<file path="src/rtl/timer_pkg.sv">
// -----------------------------------------------------------------------------
// timer_pkg
// Shared definitions for the stopwatch-style BCD timer: FSM state encoding,
// the BCD digit type, digit wrap limits and helpers that split a binary
// value into BCD tens/ones digits.
// Ports: none (package).
// -----------------------------------------------------------------------------
package timer_pkg;

    typedef enum logic [1:0] {
        IDLE   = 2'd0,
        RUN    = 2'd1,
        PAUSED = 2'd2
    } timer_state_e;

    typedef logic [3:0] bcd_digit_t;

    localparam bcd_digit_t SEC_TENS_MAX = 4'd5;
    localparam bcd_digit_t DIGIT_MAX    = 4'd9;

    // Tens digit of a 0..99 value.
    function automatic bcd_digit_t tens_of(input int value);
        return bcd_digit_t'((value / 32'sd10) % 32'sd10);
    endfunction

    // Ones digit of a 0..99 value.
    function automatic bcd_digit_t ones_of(input int value);
        return bcd_digit_t'(value % 32'sd10);
    endfunction

endpackage

</file>
<file path="src/rtl/bcd_digit_cnt.sv">
// -----------------------------------------------------------------------------
// bcd_digit_cnt
// One BCD digit counting 0..WRAP. Chained through carry to build the
// seconds/minutes display.
// Parameters: WRAP  - last value before the digit returns to 0 (<= 9).
// Ports:
//   clk   in  clock
//   rst   in  synchronous active-high reset
//   clr   in  synchronous clear (wins over inc)
//   inc   in  advance the digit by one
//   value out current digit
//   carry out high when inc is applied while the digit sits at WRAP
// -----------------------------------------------------------------------------
module bcd_digit_cnt
    import timer_pkg::*;
#(
    parameter bcd_digit_t WRAP = DIGIT_MAX
) (
    input  logic       clk,
    input  logic       rst,
    input  logic       clr,
    input  logic       inc,
    output bcd_digit_t value,
    output logic       carry
);

    bcd_digit_t value_r;

    // Digit register: reset/clear to zero, wrap at WRAP, otherwise hold.
    always_ff @(posedge clk) begin
        if (rst) begin
            value_r <= 4'd0;
        end else if (clr) begin
            value_r <= 4'd0;
        end else if (inc) begin
            value_r <= (value_r == WRAP) ? 4'd0 : value_r + 4'd1;
        end else begin
            value_r <= value_r;
        end
    end

    assign value = value_r;
    assign carry = inc & (value_r == WRAP);

endmodule

</file>
<file path="src/rtl/timer_bcd_counter.sv">
// -----------------------------------------------------------------------------
// timer_bcd_counter
// Run/pause/clear stopwatch counting MM:SS in BCD from a divided timer clock.
// timer_clk is sampled as data; its rising edges in RUN are ticks, and every
// TICKS_PER_SEC ticks the seconds advance. The display wraps from
// MAX_MINUTES:59 to 00:00 with a one-cycle rollover pulse.
//
// Optional feature macro: TIMER_LAP_EN adds a lap input that freezes the
// displayed digits (lap_active high) while counting continues internally.
//
// Parameters: TICKS_PER_SEC (2..15), MAX_MINUTES (1..99)
// Ports:
//   sys_clk      in   clock
//   int_reset    in   synchronous active-high reset
//   timer_clk    in   divided clock, sampled as data
//   start_stop   in   pulse, toggles run/pause
//   clear        in   pulse, zero the time and return to IDLE
//   lap          in   (TIMER_LAP_EN) pulse, toggles display freeze
//   lap_active   out  (TIMER_LAP_EN) display frozen
//   timer_clear  out  clock-generator clear, one cycle after clear
//   timer_pause  out  clock-generator pause, high unless running
//   sec_ones/sec_tens/min_ones/min_tens  out  BCD display digits
//   running      out  high in RUN
//   rollover     out  one-cycle pulse on MAX_MINUTES:59 -> 00:00
// -----------------------------------------------------------------------------
module timer_bcd_counter
    import timer_pkg::*;
#(
    parameter int TICKS_PER_SEC = 10,
    parameter int MAX_MINUTES   = 59
) (
    input  logic       sys_clk,
    input  logic       int_reset,
    input  logic       timer_clk,
    input  logic       start_stop,
    input  logic       clear,
`ifdef TIMER_LAP_EN
    input  logic       lap,
    output logic       lap_active,
`endif
    output logic       timer_clear,
    output logic       timer_pause,
    output logic [3:0] sec_ones,
    output logic [3:0] sec_tens,
    output logic [3:0] min_ones,
    output logic [3:0] min_tens,
    output logic       running,
    output logic       rollover
);

    localparam logic [3:0] SUB_LAST   = 4'(TICKS_PER_SEC - 1);
    localparam bcd_digit_t MAX_TENS_D = tens_of(MAX_MINUTES);
    localparam bcd_digit_t MAX_ONES_D = ones_of(MAX_MINUTES);

    timer_state_e state_r;
    timer_state_e state_next_s;
    logic         timer_clk_q_r;
    logic         timer_clear_r;
    logic         timer_pause_r;
    logic         running_r;
    logic         rollover_r;
    logic [3:0]   sub_r;

    logic         tick_s;
    logic         sub_wrap_s;
    logic         sec_step_s;
    logic         at_max_s;
    logic         rollover_s;
    logic         digit_clr_s;

    bcd_digit_t   live_sec_ones_s;
    bcd_digit_t   live_sec_tens_s;
    bcd_digit_t   live_min_ones_s;
    bcd_digit_t   live_min_tens_s;
    logic         sec_ones_carry_s;
    logic         sec_tens_carry_s;
    logic         min_ones_carry_s;
    logic         min_tens_carry_s;
    logic [15:0]  live_time_s;
    logic [15:0]  shown_time_s;

    // Next-state logic; clear dominates start_stop.
    always_comb begin
        state_next_s = state_r;
        if (clear) begin
            state_next_s = IDLE;
        end else if (start_stop) begin
            case (state_r)
                IDLE:    state_next_s = RUN;
                RUN:     state_next_s = PAUSED;
                PAUSED:  state_next_s = RUN;
                default: state_next_s = IDLE;
            endcase
        end else begin
            state_next_s = state_r;
        end
    end

    // State register plus the outputs decoded from the next state, so they
    // change on the same edge as the state.
    always_ff @(posedge sys_clk) begin
        if (int_reset) begin
            state_r       <= IDLE;
            timer_pause_r <= 1'b1;
            running_r     <= 1'b0;
        end else begin
            state_r       <= state_next_s;
            timer_pause_r <= (state_next_s != RUN);
            running_r     <= (state_next_s == RUN);
        end
    end

    // timer_clk history for edge detection and the one-cycle generator clear.
    always_ff @(posedge sys_clk) begin
        if (int_reset) begin
            timer_clk_q_r <= 1'b0;
            timer_clear_r <= 1'b1;
        end else begin
            timer_clk_q_r <= timer_clk;
            timer_clear_r <= clear;
        end
    end

    // Edges seen outside RUN are simply dropped, never queued.
    assign tick_s     = timer_clk & ~timer_clk_q_r & (state_r == RUN);
    assign sub_wrap_s = (sub_r == SUB_LAST);
    assign sec_step_s = tick_s & sub_wrap_s;

    // Sub-second tick counter.
    always_ff @(posedge sys_clk) begin
        if (int_reset) begin
            sub_r <= 4'd0;
        end else if (clear) begin
            sub_r <= 4'd0;
        end else if (tick_s) begin
            sub_r <= sub_wrap_s ? 4'd0 : sub_r + 4'd1;
        end else begin
            sub_r <= sub_r;
        end
    end

    // Wrap of the whole display happens when seconds carry into minutes
    // while minutes already sit at MAX_MINUTES. A carry out of min_tens can
    // only mean 99:59, which is a wrap as well.
    assign at_max_s    = (live_min_tens_s == MAX_TENS_D) && (live_min_ones_s == MAX_ONES_D);
    assign rollover_s  = (sec_tens_carry_s & at_max_s) | min_tens_carry_s;
    assign digit_clr_s = clear | rollover_s;

    bcd_digit_cnt #(.WRAP(DIGIT_MAX)) u_sec_ones (
        .clk(sys_clk), .rst(int_reset), .clr(digit_clr_s), .inc(sec_step_s),
        .value(live_sec_ones_s), .carry(sec_ones_carry_s)
    );

    bcd_digit_cnt #(.WRAP(SEC_TENS_MAX)) u_sec_tens (
        .clk(sys_clk), .rst(int_reset), .clr(digit_clr_s), .inc(sec_ones_carry_s),
        .value(live_sec_tens_s), .carry(sec_tens_carry_s)
    );

    bcd_digit_cnt #(.WRAP(DIGIT_MAX)) u_min_ones (
        .clk(sys_clk), .rst(int_reset), .clr(digit_clr_s), .inc(sec_tens_carry_s),
        .value(live_min_ones_s), .carry(min_ones_carry_s)
    );

    bcd_digit_cnt #(.WRAP(DIGIT_MAX)) u_min_tens (
        .clk(sys_clk), .rst(int_reset), .clr(digit_clr_s), .inc(min_ones_carry_s),
        .value(live_min_tens_s), .carry(min_tens_carry_s)
    );

    // Rollover pulse; a simultaneous clear already zeroes the display.
    always_ff @(posedge sys_clk) begin
        if (int_reset) begin
            rollover_r <= 1'b0;
        end else begin
            rollover_r <= rollover_s & ~clear;
        end
    end

    assign live_time_s = {live_min_tens_s, live_min_ones_s, live_sec_tens_s, live_sec_ones_s};

`ifdef TIMER_LAP_EN
    logic        lap_active_r;
    logic [15:0] frozen_time_r;

    // Lap freeze: first lap captures the live display, second releases it.
    always_ff @(posedge sys_clk) begin
        if (int_reset) begin
            lap_active_r  <= 1'b0;
            frozen_time_r <= 16'd0;
        end else if (clear) begin
            lap_active_r  <= 1'b0;
            frozen_time_r <= frozen_time_r;
        end else if (lap && (state_r != IDLE)) begin
            lap_active_r  <= ~lap_active_r;
            frozen_time_r <= lap_active_r ? frozen_time_r : live_time_s;
        end else begin
            lap_active_r  <= lap_active_r;
            frozen_time_r <= frozen_time_r;
        end
    end

    assign shown_time_s = lap_active_r ? frozen_time_r : live_time_s;
    assign lap_active   = lap_active_r;
`else
    assign shown_time_s = live_time_s;
`endif

    assign min_tens    = shown_time_s[15:12];
    assign min_ones    = shown_time_s[11:8];
    assign sec_tens    = shown_time_s[7:4];
    assign sec_ones    = shown_time_s[3:0];
    assign timer_clear = timer_clear_r;
    assign timer_pause = timer_pause_r;
    assign running     = running_r;
    assign rollover    = rollover_r;

endmodule

</file>
<file path="config.mk">
export PLATFORM = sky130hd
export DESIGN_NAME = timer_bcd_counter
export DESIGN_NICKNAME = d
export VERILOG_FILES = /design/src/rtl/timer_pkg.sv /design/src/rtl/bcd_digit_cnt.sv /design/src/rtl/timer_bcd_counter.sv
export SDC_FILE = /design/constraint.sdc
export NUM_CORES = 1
export LEC_CHECK = 0
export CORE_ASPECT_RATIO = 1.5
export CORE_MARGIN = 4
export CORE_UTILIZATION = 45
export DETAILED_ROUTE_END_ITERATION = 10
export PLACE_DENSITY = 0.78
export SETUP_SLACK_MARGIN = 0.1
export SLEW_MARGIN = 20
export SYNTH_ARGS = -nofsm -noshare
export SYNTH_HDL_FRONTEND = slang
export SYNTH_HIERARCHICAL = 1
export SYNTH_SLANG_ARGS = --single-unit
</file>
<file path="constraint.sdc">
create_clock -name sys_clk -period 3.6 [get_ports sys_clk]
set_clock_uncertainty 0.05 [all_clocks]
set_input_delay 0.54 -clock sys_clk [delete_from_list [all_inputs] [get_ports sys_clk]]
set_output_delay 0.54 -clock sys_clk [all_outputs]
set_load 0.02 [all_outputs]
</file>
==> results of run 1 <==
-- final timing paths --
check / from / to / slack, ns / cells after the start
setup / recovery: timer_clk / u_min_tens/value[1] / 0.38 / 15
hold / removal: sub_r[0] / sub_r[0] / 0.46 / 2
hold reg to reg: sub_r[0] / sub_r[0] / 0.46 / 2
setup reg to reg: sub_r[0] / u_min_tens/value[1] / 0.72 / 14
-- Yosys cell counts, types with 2 or more instances --
cell and number:
dfxtp_1 27, nor2b_1 10, nor3_1 9, o21ai_0 9
nand2_1 7, a211oi_1 4, a211oi_2 4, a21oi_1 4
nand2_2 4, nand2b_1 4, nor3b_1 4, xnor2_1 4
xor2_1 4, and4b_1 3, nand3_1 3, nand4_1 3
or3_1 3, inv_1 2, nor2_1 2, o31ai_1 2
or2_2 2
-- flip-flops by register name, summed over array words and instances (netlist names) --
| signal | cells |
|---|---|
| sub_r | 4 |
| u_min_ones/value | 4 |
| u_min_tens/value | 4 |
| u_sec_ones/value | 4 |
| u_sec_tens/value | 4 |
| state_r | 2 |
| rollover | 1 |
| running | 1 |
| timer_clear | 1 |
| timer_clk_q_r | 1 |
| timer_pause | 1 |
-- worst register-to-register path, delay by kind of cell, from the launching register on --
family	cells	cell delay, ns
buf+inv	4	0.60
simple gates	9	1.60
compound gates	1	0.17
flops	1	0.39
-- report_power, final --
part	total [mW]	internal [mW]	switching [mW]
Sequential	0.303	0.301	0.00183
Combinational	0.0307	0.0148	0.0159
Clock	0.174	0.0785	0.0956
-- cell type report --
type / instances / area (um^2)
flip-flops and latches: 27 / 541
clock buffers: 3 / 41.3
inverters: 2 / 7.51
repair buffers: 35 / 335
fillers: 244 / 958
multi-input cells: 98 / 711
clock inverters: 1 / 7.51
well taps: 37 / 46.3
-- cells by family (layout without fill, tap and decap cells) --
logic type                Yosys count  in the layout  synth area share (%)
muxes                               1              1                 0.915
DFF                                27             27                  43.9
AOI/OAI and AO/OA                  25             25                  14.2
buffers and inverters               3             41                 0.915
xor gates and xnor gates            8              8                  5.70
and+or+nand+nor                    64             64                  34.3
-- stage by stage --
stage          worst slack [ns]  instances  hold slack, ns  TNS [ns]  instance area (um^2)
2_1_floorplan             0.168        128           0.409         0                  1240
3_3_place_gp            -0.0685        199           0.423     -1.02                  1620
3_5_place_dp            -0.0924        199           0.449     -1.34                  1620
4_1_cts                   0.169        203           0.465         0                  1670
5_1_grt                   0.185        203           0.490         0                  1690
6_report                  0.376        203           0.460         0                  1690
-- per-layer routing --
metal	track usage [%]	vias up
li1	-	543
met3	2.05	2
met1	17.0	516
met5	0	-
met4	5.39	0
met2	31.5	19
-- repair_timing --
| action | in CTS | in global routing |
|---|---|---|
| hold endpoints to repair | 0 | 0 |
| setup endpoints to repair | 0 | 16 |
| resized for setup | 0 | 3 |
==> flow_summary.yaml, run 1 <==
critical_path:
  worstSetupPathType: "primary input to flip-flop"
  crit_slowest_cell: "clkdlybuf4s50_1"
  cp_cell_sequence: "clkdlybuf4s50_1, nand4bb_4, nor4_4, nand2_2, nor3b_1, buf_4, nand2_2, nor3_2, nand2_2, nor3b_2, buf_4, nand2_2, buf_4, or3_1, a211oi_2"
  worst-path-buf-inv: 4
  startpoint_type: "primary input"
  end_kind: "flip-flop"
  path_max_fanout: 6
  crit_required_ns: 3.75
  path_delay_family: "simple AND/OR/NAND/NOR gates"
  cp.arrival_ns: 3.37
  slowest_delay_ns: 0.53
  crit_top_cell: "nand2_2"
yosys:
  syn_nets: 133
  synth_edf_count: 0
  ys.flop_type: "dfxtp_1"
  synth-seq-area-share_pct: 43.9
  async_flop_share_pct: 0
  ys_ff_latch: 27
  synthTopCellsByArea: "dfxtp_1, nor2b_1, a211oi_2"
  synthCells: 128
  synth.largest_area_cell: "dfxtp_1"
  synth.avg_cell_area_um2: 9.61
  netlist.area_leader.share_pct: 43.9
  ys_warn_count: 6
  post_synth_num_cell_types: 35
  syn_area_um2: 1230
timing:
  rsz0062_at_grt: "false"
  min_period_ns: 3.22
  fmax_mhz: 310
  tightestPinTransition_ns: 0.251
  setup_viol: 0
  max-slew-margin-rel_pct: 83.0
  min_period_over_period_pct: 89.6
  hold_viol: 0
  slew_violations: 0
status:
  outcome: "completed"
clock_tree:
  cts-buffers-inserted: 3
  hold_buffers: 0
  clk_path_buf_depth: 2
  clk_latency_ns: 0.27
  clock-sinks: 27
  post_cts_buffers: 0
  tritoncts: "built"
  htree_levels: 1
  clk_pin_slew_worst_paths_ns: 0.10
  cts-root-buf: "clkbuf_8"
route:
  wl_per_cell_um: 13.5
  dr.max_layer_used: "met4"
  ant_nets: 0
  wirelength_um: 2740
  wl_met2_um: 1540
  avgViaCountPerCell: 5.32
  num_vias: 1080
  drc: 0
  wl_met3_um: 85
  wl_met1_um: 1100
  drt-initial-drc-count: 36
  drt-pass1-iter-count: 4
finish:
  mostFrequentLayoutCells: "dfxtp_1, clkdlybuf4s50_1, nor2b_1, buf_4, o21ai_0"
  diodes: 0
  area_growth_pct: 37.3
  fin_util_pct: 63.8
  num-nets-final: 172
  layout_commonest_cell: "dfxtp_1"
  drive_gt1_share_pct: 20.5
global_routing:
  grt_pass1_wl_um: 4640
  grt_overflow: 0
  grtUsageTotal_pct: 16.0
  antenna_found_initial: 0
  grt_start_max_net_pins: 19
  grt_pass1_vias: 1026
power:
  p_leak_nw: 0.529
  ir_drop_v: 0.000190
  fin_total_pwr_uw: 508
  powerDensity_nw_per_um2: 301
die:
  die_h_um: 72.0
  die_w_um: 50.7
  rows: 23
  pin_count: 25
  core_area_um2: 2650
  initial_utilization_pct: 46.5
  die_area_um2: 3650
hold_path:
  hold_class: "flip-flop to flip-flop"
run:
  drv_cap: 0
place:
  hpwl_um: 2070
  place.gp.congestion: 0.723
  portBuffers: 24
No activity file was read; power rests on OpenSTA's default activity.
==> inputs of run 2 (changes only) <==
CTS_CLUSTER_DIAMETER = 200   (was not set)
==> results of run 2 <==
The final DEF is identical to that of run 1; final timing and power are the same.
==> inputs of run 3 (changes only) <==
ABC_AREA = 0   (was not set)
CORE_UTILIZATION = 53   (was 45)
PLACE_DENSITY = 0.86   (was 0.78)
clock period = 4 ns   (was 3.6 ns; I/O delays follow)
==> flow_summary.yaml, run 3 (synthesized netlist as in run 1, its figures left out) <==
status:
  outcome: "completed"
die:
  die_area_um2: 3170
  core_area_um2: 2230
  rows: 21
  die_w_um: 47.3
  initial_utilization_pct: 55.1
  die_h_um: 67
  pin_count: 25
timing:
  tightestPinTransition_ns: 0.712
  min_period_ns: 3.53
  rsz0062_at_grt: "false"
  setup_viol: 0
  max-slew-margin-rel_pct: 52.4
  min_period_over_period_pct: 88.3
  fmax_mhz: 283
  hold_viol: 0
  slew_violations: 0
hold_path:
  hold_class: "flip-flop to flip-flop"
clock_tree:
  clock-sinks: 27
  clk_pin_slew_worst_paths_ns: 0.14
  htree_levels: 1
  tritoncts: "built"
  clk_path_buf_depth: 2
  cts-root-buf: "clkbuf_4"
  post_cts_buffers: 0
  hold_buffers: 0
  cts-buffers-inserted: 3
  ctsResizeCount: 0
  clk_latency_ns: 0.32
route:
  drt-initial-drc-count: 38
  avgViaCountPerCell: 5.76
  drt-pass1-iter-count: 4
  wirelength_um: 2660
  drc: 0
  num_vias: 1060
  ant_nets: 0
  wl_per_cell_um: 14.4
critical_path:
  crit_required_ns: 4.14
  startpoint_type: "primary input"
  crit_top_cell: "nand2_2"
  path_max_fanout: 7
  cp.arrival_ns: 3.67
  cp_cell_sequence: "clkdlybuf4s50_1, nand4bb_4, nor4_4, nand2_2, nor3b_1, buf_4, nand2_2, nor3_2, nand2_2, nor3b_2, nand2_2, nor3b_1, a41oi_1, nand2b_1, buf_4, a211oi_1"
  crit_slowest_cell: "clkdlybuf4s50_1"
  worstSetupPathType: "primary input to flip-flop"
  slowest_delay_ns: 0.53
  end_kind: "flip-flop"
finish:
  diodes: 0
  num-nets-final: 167
  mostFrequentLayoutCells: "dfxtp_1, clkdlybuf4s50_1, nor2b_1"
  final_cells: 184
  drive_gt1_share_pct: 16.8
  fill_cells: 184
  layout_commonest_cell: "dfxtp_1"
  area_growth_pct: 29.5
run:
  drv_cap: 0
power:
  fin_total_pwr_uw: 418
  ir_drop_v: 0.000219
  p_leak_nw: 0.498
  powerDensity_nw_per_um2: 262
place:
  portBuffers: 24
  hpwl_um: 1960
  dpl.cell_count: 180
  place.gp.congestion: 0.786
global_routing:
  grt_pass1_wl_um: 4350
  grt_overflow: 0
  grt_start_max_net_pins: 19
  grt_pass1_vias: 1016
  grtUsageTotal_pct: 18.6
  antenna_found_initial: 0
## run 3: changes by cell type in the layout (fill, tap and decap cells not counted), sizes merged
cell / delta
buf: -5
clkinv: +1
clkinvlp: -1
## run 3: final timing paths
check / startpoint / cells after the start / slack, ns / to
min: sub_r[3] / 2 / 0.48 / sub_r[3]
max: timer_clk / 16 / 0.47 / u_sec_ones/value[3]
max reg2reg: state_r[0] / 15 / 0.81 / u_sec_ones/value[3]
min reg2reg: sub_r[3] / 2 / 0.48 / sub_r[3]
## run 3: layer usage
layer / vias up / track usage (%) / wire, um
met5: - / 0 / 0
met4: 0 / 7.27 / 24
met3: 2 / 2.43 / 104
met2: 17 / 36.1 / 1500
met1: 505 / 18.2 / 1030
li1: 536 / - / -
## run 3: area by class of cell
cell class | count | area, um^2 | area share [%]
inverters | 2 | 7.51 | 0.471
clock buffers | 3 | 22.5 | 1.41
clock inverters | 1 | 5.00 | 0.314
repair buffers | 30 | 285 | 17.9
multi-input cells | 98 | 703 | 44.1
flip-flops and latches | 27 | 541 | 33.9
well taps | 23 | 28.8 | 1.81
## run 3: metrics by stage
step	TNS, ns	hold slack [ns]	worst slack, ns	utilization, %	area [um^2]
3_3_place_gp	-0.0135	0.427	-0.00413	69.2	1550
6_report	0	0.479	0.467	71.3	1590
4_1_cts	0	0.473	0.226	70.5	1570
2_1_floorplan	0	0.409	0.198	-	1240
5_1_grt	0	0.500	0.223	71.3	1590
3_5_place_dp	-1.53	0.452	-0.126	69.2	1550
## run 3: critical path: cells and delay by family
family | cells | cell delay [ns]
AND/OR/NAND/NOR | 11 | 1.99
AO/OA/AOI/OAI | 2 | 0.13
buffers and inverters | 3 | 0.92
## run 3: power by group
| part | switching, mW | internal [mW] |
|---|---|---|
| clock network | 0.0818 | 0.0375 |
| logic | 0.0137 | 0.0112 |
| registers | 0.00158 | 0.272 |
| total | 0.0971 | 0.320 |
